### src/rtl/pipeline_hazard_ctrl.sv
// Stall/flush sequencer for the 5-stage RV32 pipeline: hold enables and bubble
// controls for PC, IF/ID, ID/EX, EX/MEM, MEM/WB, plus perf counters and a D-memory watchdog.
module pipeline_hazard_ctrl #(
  parameter int INIT_CYCLES  = 5,
  parameter int DMEM_TIMEOUT = 255,
  parameter int CNT_W        = 32
) (
  input  logic             CLK,
  input  logic             RESET,
  input  logic [4:0]       ID_RS1,
  input  logic [4:0]       ID_RS2,
  input  logic             ID_USES_RS1,
  input  logic             ID_USES_RS2,
  input  logic [4:0]       EX_RD,
  input  logic             EX_MEM_READ,
  input  logic             BRANCH_TAKEN,
  input  logic             IMEM_BUSY,
  input  logic             DMEM_BUSY,
  output logic             PC_WRITE_EN,
  output logic             PC_SEL_TARGET,
  output logic             IF_ID_EN,
  output logic             ID_EX_EN,
  output logic             EX_MEM_EN,
  output logic             MEM_WB_EN,
  output logic             IF_ID_FLUSH,
  output logic             ID_EX_FLUSH,
  output logic             EX_MEM_FLUSH,
  output logic             MEM_WB_FLUSH,
  output logic [CNT_W-1:0] STALL_COUNT,
  output logic [CNT_W-1:0] FLUSH_COUNT,
  output logic             DMEM_TIMEOUT_ERR,
  output logic [1:0]       DBG_STATE
);

  typedef enum logic [1:0] {
    ST_INIT  = 2'd0,
    ST_RUN   = 2'd1,
    ST_DWAIT = 2'd2,
    ST_ERROR = 2'd3
  } state_t;

  localparam logic [3:0]  INIT_LAST  = 4'(INIT_CYCLES - 1);
  localparam logic [16:0] WD_LIMIT   = 17'(DMEM_TIMEOUT);

  state_t      state;
  logic [3:0]  init_cnt;
  logic [15:0] wd_cnt;
  logic [16:0] wd_inc;
  logic        rs1_hit;
  logic        rs2_hit;
  logic        load_use;
  logic        active;
  logic        stall_event;
  logic        branch_event;

  assign DBG_STATE = state;

  // Load-use: the load's result is not available until after MEM, so a
  // dependent instruction in ID must wait one cycle. x0 never creates a hazard.
  assign rs1_hit  = ID_USES_RS1 && (ID_RS1 == EX_RD);
  assign rs2_hit  = ID_USES_RS2 && (ID_RS2 == EX_RD);
  assign load_use = EX_MEM_READ && (EX_RD != 5'd0) && (rs1_hit || rs2_hit);

  assign active = (state == ST_RUN) || (state == ST_DWAIT);
  assign wd_inc = {1'b0, wd_cnt} + 17'd1;

  always_comb begin
    PC_WRITE_EN   = 1'b0;
    PC_SEL_TARGET = 1'b0;
    IF_ID_EN      = 1'b0;
    ID_EX_EN      = 1'b0;
    EX_MEM_EN     = 1'b0;
    MEM_WB_EN     = 1'b0;
    IF_ID_FLUSH   = 1'b0;
    ID_EX_FLUSH   = 1'b0;
    EX_MEM_FLUSH  = 1'b0;
    MEM_WB_FLUSH  = 1'b0;
    if (!RESET) begin
      IF_ID_FLUSH  = 1'b1;
      ID_EX_FLUSH  = 1'b1;
      EX_MEM_FLUSH = 1'b1;
      MEM_WB_FLUSH = 1'b1;
    end else begin
      case (state)
        ST_INIT: begin
          IF_ID_EN     = 1'b1;
          ID_EX_EN     = 1'b1;
          EX_MEM_EN    = 1'b1;
          MEM_WB_EN    = 1'b1;
          IF_ID_FLUSH  = 1'b1;
          ID_EX_FLUSH  = 1'b1;
          EX_MEM_FLUSH = 1'b1;
          MEM_WB_FLUSH = 1'b1;
        end
        ST_RUN, ST_DWAIT: begin
          if (DMEM_BUSY) begin
            // Full freeze: everything holds, including any branch sitting in EX.
            PC_WRITE_EN = 1'b0;
          end else if (BRANCH_TAKEN) begin
            PC_WRITE_EN   = 1'b1;
            PC_SEL_TARGET = 1'b1;
            IF_ID_EN      = 1'b1;
            ID_EX_EN      = 1'b1;
            EX_MEM_EN     = 1'b1;
            MEM_WB_EN     = 1'b1;
            IF_ID_FLUSH   = 1'b1;
            ID_EX_FLUSH   = 1'b1;
          end else if (load_use) begin
            ID_EX_EN    = 1'b1;
            EX_MEM_EN   = 1'b1;
            MEM_WB_EN   = 1'b1;
            ID_EX_FLUSH = 1'b1;
          end else if (IMEM_BUSY) begin
            IF_ID_EN    = 1'b1;
            ID_EX_EN    = 1'b1;
            EX_MEM_EN   = 1'b1;
            MEM_WB_EN   = 1'b1;
            IF_ID_FLUSH = 1'b1;
          end else begin
            PC_WRITE_EN = 1'b1;
            IF_ID_EN    = 1'b1;
            ID_EX_EN    = 1'b1;
            EX_MEM_EN   = 1'b1;
            MEM_WB_EN   = 1'b1;
          end
        end
        default: begin
          PC_WRITE_EN = 1'b0;
        end
      endcase
    end
  end

  assign stall_event  = active && (!PC_WRITE_EN || IF_ID_FLUSH || ID_EX_FLUSH ||
                                   EX_MEM_FLUSH || MEM_WB_FLUSH);
  assign branch_event = active && !DMEM_BUSY && BRANCH_TAKEN;

  always_ff @(posedge CLK or negedge RESET) begin
    if (!RESET) begin
      state            <= ST_INIT;
      init_cnt         <= 4'd0;
      wd_cnt           <= 16'd0;
      STALL_COUNT      <= '0;
      FLUSH_COUNT      <= '0;
      DMEM_TIMEOUT_ERR <= 1'b0;
    end else begin
      if (stall_event) STALL_COUNT <= STALL_COUNT + 1'b1;
      if (branch_event) FLUSH_COUNT <= FLUSH_COUNT + 1'b1;
      case (state)
        ST_INIT: begin
          if (init_cnt == INIT_LAST) state <= ST_RUN;
          else init_cnt <= init_cnt + 4'd1;
        end
        ST_RUN, ST_DWAIT: begin
          if (DMEM_BUSY) begin
            wd_cnt <= wd_inc[15:0];
            if (wd_inc >= WD_LIMIT) begin
              state            <= ST_ERROR;
              DMEM_TIMEOUT_ERR <= 1'b1;
            end else begin
              state <= ST_DWAIT;
            end
          end else begin
            state  <= ST_RUN;
            wd_cnt <= 16'd0;
          end
        end
        default: begin
          // Only a reset leaves the error state.
          state            <= ST_ERROR;
          DMEM_TIMEOUT_ERR <= 1'b1;
        end
      endcase
    end
  end

endmodule
### config.mk
export PLATFORM = sky130hd
export DESIGN_NAME = pipeline_hazard_ctrl
export DESIGN_NICKNAME = d
export VERILOG_FILES = /design/src/rtl/pipeline_hazard_ctrl.sv
export SDC_FILE = /design/constraint.sdc
export NUM_CORES = 1
export LEC_CHECK = 0
export ABC_CLOCK_PERIOD_IN_PS = 2550
export BUFFER_PORTS_ARGS = -buffer_cell sky130_fd_sc_hd__buf_2
export CAP_MARGIN = 20
export CORE_ASPECT_RATIO = 0.9
export CORE_UTILIZATION = 30
export DETAILED_ROUTE_END_ITERATION = 10
export PLACE_DENSITY_LB_ADDON = 0.1
export SLEW_MARGIN = 20
export SYNTH_ARGS = -nofsm -noshare
export SYNTH_HDL_FRONTEND = slang
export SYNTH_SLANG_ARGS = --single-unit
export TNS_END_PERCENT = 20
### constraint.sdc
create_clock -name CLK -period 2.55 [get_ports CLK]
set_clock_uncertainty 0.05 [all_clocks]
set_input_delay 0.3825 -clock CLK [delete_from_list [all_inputs] [get_ports CLK]]
set_output_delay 0.3825 -clock CLK [all_outputs]
set_load 0.01 [all_outputs]
Word level (Yosys, flattened, before mapping). Cells that the tools add are included.

$lt $le $gt $ge: 1. Mux-type cells: 39. Reduce and logical (&&, ||, !) cells: 20. Bitwise logic cells: 2. Eq/ne operators: 8. Add/subtract/negate cells: 4.

Operator list (number): $add 32x1->32 const B (2); $mux 1 (30); $add 16x1->17 const B (1); $ge 17x8->1 const B (1); $mux 16 (1); $eq 5x5->1 (2); $pmux 1 s2 (5); $logic_and 1x1->1 (7); $logic_or 1x1->1 (6); $ne 2x2->1 const B (3); $reduce_bool 5->1 (1); $add 4x1->4 const B (1); $eq 4x3->1 const B (1); $mux 2 (2); $pmux 2 s2 (1); $reduce_and 3->1 (1); $eq 2x1->1 const B (1); $eq 2x2->1 const B (1); $logic_not 1->1 (2); $logic_not 2->1 (1); $not 1->1 (2); $reduce_and 2->1 (1); $reduce_or 2->1 (1).

Word-level logic and storage cells: 80. Bits in registers: 87. Input port bits: 23. Output and inout bits: 77.

Depth between registers and ports, before layout.
Depth after elaboration: 15. Gate-level depth with buffers: 9. Gate-level depth less buffers: 8.

Worst setup path after synthesis. No wires, ideal clock.

Path kind: register to output. Start: register state[0] (netlist: DBG_STATE[0]). End: output port ID_EX_EN. Arrival time: 1.733 ns. Buffers on the path: 2. Cell stages (with the launch flop): 9. Required time: 2.118 ns. Slack: 0.385 ns. Path through: dfrtp_1 > inv_1 > ha_1 > buf_4 > inv_1 > nor2_1 > nor2_1 > nor2_1 > buf_4.

Longest elaborated chain between the ends: 4. Elaborated cells between the ends (all ways): 6. Classes of those cells: 2 x eq/ne; 2 x mux; 2 x reduce/logical.

RTL lines: start: declaration (line 45) `state_t state;`; start signal: assignment (line 140) `state <= ST_INIT;`; start signal: assignment (line 151) `if (init_cnt == INIT_LAST) state <= ST_RUN;`; start signal: assignment (line 158) `state <= ST_ERROR;`; $eq 2x1->1 / $eq 2x2->1 (equally long branches); $reduce_or 2->1; $pmux 1 s2 *; $mux 1 *; end: declaration (line 22) `output logic ID_EX_EN,`.

Every way passes the cells marked *; elsewhere a longest branch is shown, timed or not.

Final worst setup path.
Start: register state[1] (netlist: DBG_STATE[1]). End: output port ID_EX_FLUSH.

Longest elaborated chain between the ends: 4. Elaborated cells between the ends (all ways): 6. Classes of those cells: 2 x eq/ne; 2 x mux; 2 x reduce/logical.

RTL lines: $eq 2x1->1 / $eq 2x2->1 (equally long branches) (line 84) `case (state)`; $reduce_or 2->1 (line 84); $pmux 1 s2 * (line 84); $mux 1 * (line 78) `if (!RESET) begin`; end: declaration (line 26) `output logic ID_EX_FLUSH,`.

Marked as above.

==> impl_summary.md <==
Cells and area
After filler insertion, the fill cell instance count of the layout stands at 1,512. The layout-stage area growth over the synthesis result is 23.8%. The final non-filler cell total is 774. Registers take roughly 0.0022 mm2. The net count of the finished layout is 602. Cells with a size suffix above 1 make up approximately 25% of the layout. In the final layout, the multi-input gates occupy about 0.0023 mm2. The number of antenna diodes is 0.

Clocking
TritonCTS built the clock tree. At the later pin of the worst-skew pair, clock insertion delay measures between 0.3 and 0.4 ns. Clock-pin slew was measured on the worst setup and hold paths at ~0.060 ns. The clock passes through at most 2 buffers.

For this design, the sink count on the clock tree is just under 90. The number of buffers inserted by post-CTS setup repair is 0. The clock tree synthesis step divided the H-tree into 3 levels. The CTS buffer count is 9.

The tree is rooted in a clkbuf_16.

Worst setup path
The type of origin of the critical path is a flop. Data arrives at the worst endpoint at between 1.5 and 2 ns. STA classifies the critical path endpoint as an output pin.

The type of the setup path with the least slack is flop to output pin. The maximum fanout along the worst path is 6. The worst path required time is around 2.1 ns.

Global route
The total overflow left after global routing is 0. The largest net degree at the start of global routing is 60. The initial antenna violation count came to 0. The number of global-route vias before repair is around 3,700. The first-pass GRT wire length is 19,300 um. The global-route usage over all layers is around 15%.

Die
The floorplan has 42 rows. The width of the chip is ~130 um. The height of the die is approximately 120 um. The number of ports placed on the die boundary is 100.

The core region area is between 0.01 and 0.015 mm2. The die covers about 0.016 mm2. Once the floorplan was initialized, standard cells occupied between 30% and 40% of the core.

Place
The number of buffer cells added on primary ports is 99. At the end of routability-driven placement, the weighted congestion stood at approximately 0.75. The wire-length estimate of the detail-placed layout is around 8400 um. Once placement completed, the tool counted placed cells totaling ~760.

Detailed routing
For this block, the via count after detailed routing is between 3,000 and 4,000. The post-detailed-route count of antenna-violating nets is 0. The number of iterations in the first detailed-routing pass is 5. The total detailed-routing wirelength is between 10,000 and 15,000 um. The number of DRC violations after detailed routing is 0. Dividing the detail-routed wire length by the instance count gives about 15 um. The via-per-instance ratio is 4.93.

The initial DRC count is between 200 and 250.

Timing
The count of final max-slew check failures is 0. Measured against its own limit, the worst slew margin works out to 61.4%. Based on the critical path, the design can be clocked at up to around 0.42 GHz. The final-layout worst hold slack is between 0.09 and 0.1 ns. The share of the clock period used by the worst path after layout is 92.6%. The count of final setup violators is 0. The sum of negative setup slack is 0 ns. Counting I/O delays and the setup requirement, the final critical path takes roughly 2.4 ns. The hold violation total from the final report came to 0. At the pin with the least slew margin, the transition time is approximately 0.57 ns. Setup repair after global routing left no endpoint under its margin.

Outcome
The run finished with clean final reports.

Synth
The register bit count reported by yosys is 87. In the synthesized netlist, mux cells make up 0.705% of the area. The Yosys warning count is 0. The netlist uses just under 60 different library cells. Of all flip-flops after synthesis, the portion carrying an async set or reset was 100%. Of the total synthesized cell area, the portion taken by full adders, half adders and majority gates is around 2.2%. The cell area after synthesis is around 0.0046 mm2. Counting flops with a built-in enable in the synthesized netlist gives 0. Summing the areas of all and, or, nand and nor instances in the mapped netlist gives roughly a quarter of the synthesized area. Summing the areas of all xor and xnor instances in the mapped netlist gives 14.6% of the synthesized area.

The post-synthesis net count is around 500. In the synthesized netlist, the cells that appear most often are 87 x dfrtp_1, 57 x xnor2_1, 44 x nand2_1. Summing the areas of all compound-gate instances in the mapped netlist gives 7.73% of the synthesized area. The largest area contributor in the synthesized netlist is dfrtp_1. After synthesis, the cell types taking the most area are dfrtp_1 47%, xnor2_1 11%, nand3_1 4.6%. The area share of the leading cell type in the synthesized netlist is approximately 47%. Counting every instance in the synthesized netlist gives 465. A synthesized cell averages about 9.9 um2.

For this run, the leading register cell type out of synthesis is dfrtp_1. Summing the sequential cell areas from Yosys gives 47.2% of the chip area. After synthesis, the largest family of logic cells by area is simple AND/OR/NAND/NOR gates. dfrtp_1 is the most common cell in the netlist.

Power and ir drop
The largest voltage drop on the vdd net is 462 uV. After layout, the design draws a total of 0.00483 W. The power per unit of standard cell area is 845 mW/mm2. The leakage power is approximately 2.7 nW.

Run
The reported max-cap violation count is 0.

Min path
The path class of the tightest hold or removal check is primary input to asynchronous set/reset pin.
## final cells by class
| type | count | area share (%) |
|---|---|---|
| inverters | 16 | 1.05 |
| clock inverters | 5 | 1.42 |
| well taps | 198 | 4.34 |
| flip-flops and latches | 87 | 38.1 |
| clock buffers | 11 | 4.25 |
| repair buffers | 113 | 10.8 |
| multi-input cells | 344 | 40.1 |
## registers in the layout, indices dropped and copies added (netlist names)
signal,count
DBG_STATE,2
STALL_COUNT,32
wd_cnt,16
init_cnt,4
FLUSH_COUNT,32
DMEM_TIMEOUT_ERR,1
## placed cells by master (no fill, tap or decap), drive strengths merged, types with 2 or more instances in the layout
| master | netlist | layout |
|---|---|---|
| nand4b | 2 | 2 |
| and3 | 18 | 18 |
| ha | 8 | 8 |
| nand2 | 45 | 45 |
| and2 | 3 | 3 |
| xor2 | 20 | 20 |
| and4 | 5 | 5 |
| clkbuf | 9 | 11 |
| or4 | 3 | 3 |
| a22o | 4 | 4 |
| clkinv | 0 | 2 |
| a21oi | 8 | 8 |
| o31ai | 7 | 7 |
| nand3 | 42 | 42 |
| nor3 | 12 | 12 |
| xnor2 | 57 | 57 |
| a21o | 2 | 2 |
| nor4 | 8 | 8 |
| bufinv | 0 | 2 |
| dfrtp | 87 | 87 |
| nand2b | 6 | 6 |
| nand3b | 3 | 3 |
| nand4 | 24 | 24 |
| nor2 | 27 | 27 |
| o41ai | 2 | 2 |
| o21ai | 16 | 16 |
| o21a | 2 | 2 |
| or3 | 3 | 3 |
| inv | 16 | 16 |
| buf | 9 | 113 |
| mux2 | 2 | 2 |
## metal layers
layer | GRT usage, % | vias up | part of all wire (%)
li1 | - | 1854 | -
met1 | 20.8 | 1853 | 49
met2 | 24.2 | 102 | 46
met3 | 4.10 | 7 | 4.8
met4 | 3.66 | 0 | 0.90
met5 | 0 | - | 0
## cell families (layout without fill, tap and decap cells)
group           after synthesis  count (layout)
flops                        87              87
xor+xnor                     77              77
fa+ha+maj                     8               8
compound gates               53              53
mux                           3               3
simple gates                203             203
buf+inv                      34             145
## power breakdown
part,leakage (nW),switching (W),internal [W],total [W]
Combinational,1.38,0.000943,0.000657,0.00160
Sequential,1.13,0.000213,0.00157,0.00178
Clock,0.156,0.000561,0.000886,0.00145
## worst max-delay path, stage by stage, from the launching register on
cell and delay, ns:
dfrtp_1 0.38, inv_1 0.09, ha_4 0.32, inv_1 0.07, nor2_2 0.15, buf_4 0.16, o21a_1 0.12, a2bb2oi_1 0.15
buf_2 0.15
## metrics by stage
stage / setup WS (ns) / cell area, um2 / utilization [%]
final: 0.188 / 5710 / 38.4
after global routing: 0.0394 / 5710 / 38.4
after CTS: 0.0331 / 5700 / 38.3
after detailed placement: 0.207 / 5380 / 36.1
after global placement: 0.228 / 5380 / 36.1
after floorplan: 0.385 / 4620 / -
## what timing repair did
action / 4_1_cts / 5_1_grt
hold buffers: 0 / 0
gates resized for setup: 1 / 2
setup endpoints to repair: 2 / 5
## final timing paths
| check | from | end | slack, ns | cells past startpoint |
|---|---|---|---|---|
| min reg2reg | FLUSH_COUNT[31] | FLUSH_COUNT[31] | 0.42 | 1 |
| max reg2reg | wd_cnt[0] | DMEM_TIMEOUT_ERR | 0.27 | 6 |
| min | RESET | DBG_STATE[0] | 0.09 | 2 |
| max | DBG_STATE[1] | ID_EX_FLUSH | 0.19 | 8 |
| max in group asynchronous | RESET | FLUSH_COUNT[12] | 1.65 | 3 |
| min in group CLK | DMEM_BUSY | wd_cnt[2] | 0.39 | 3 |
(Power assumes the default switching activity.)
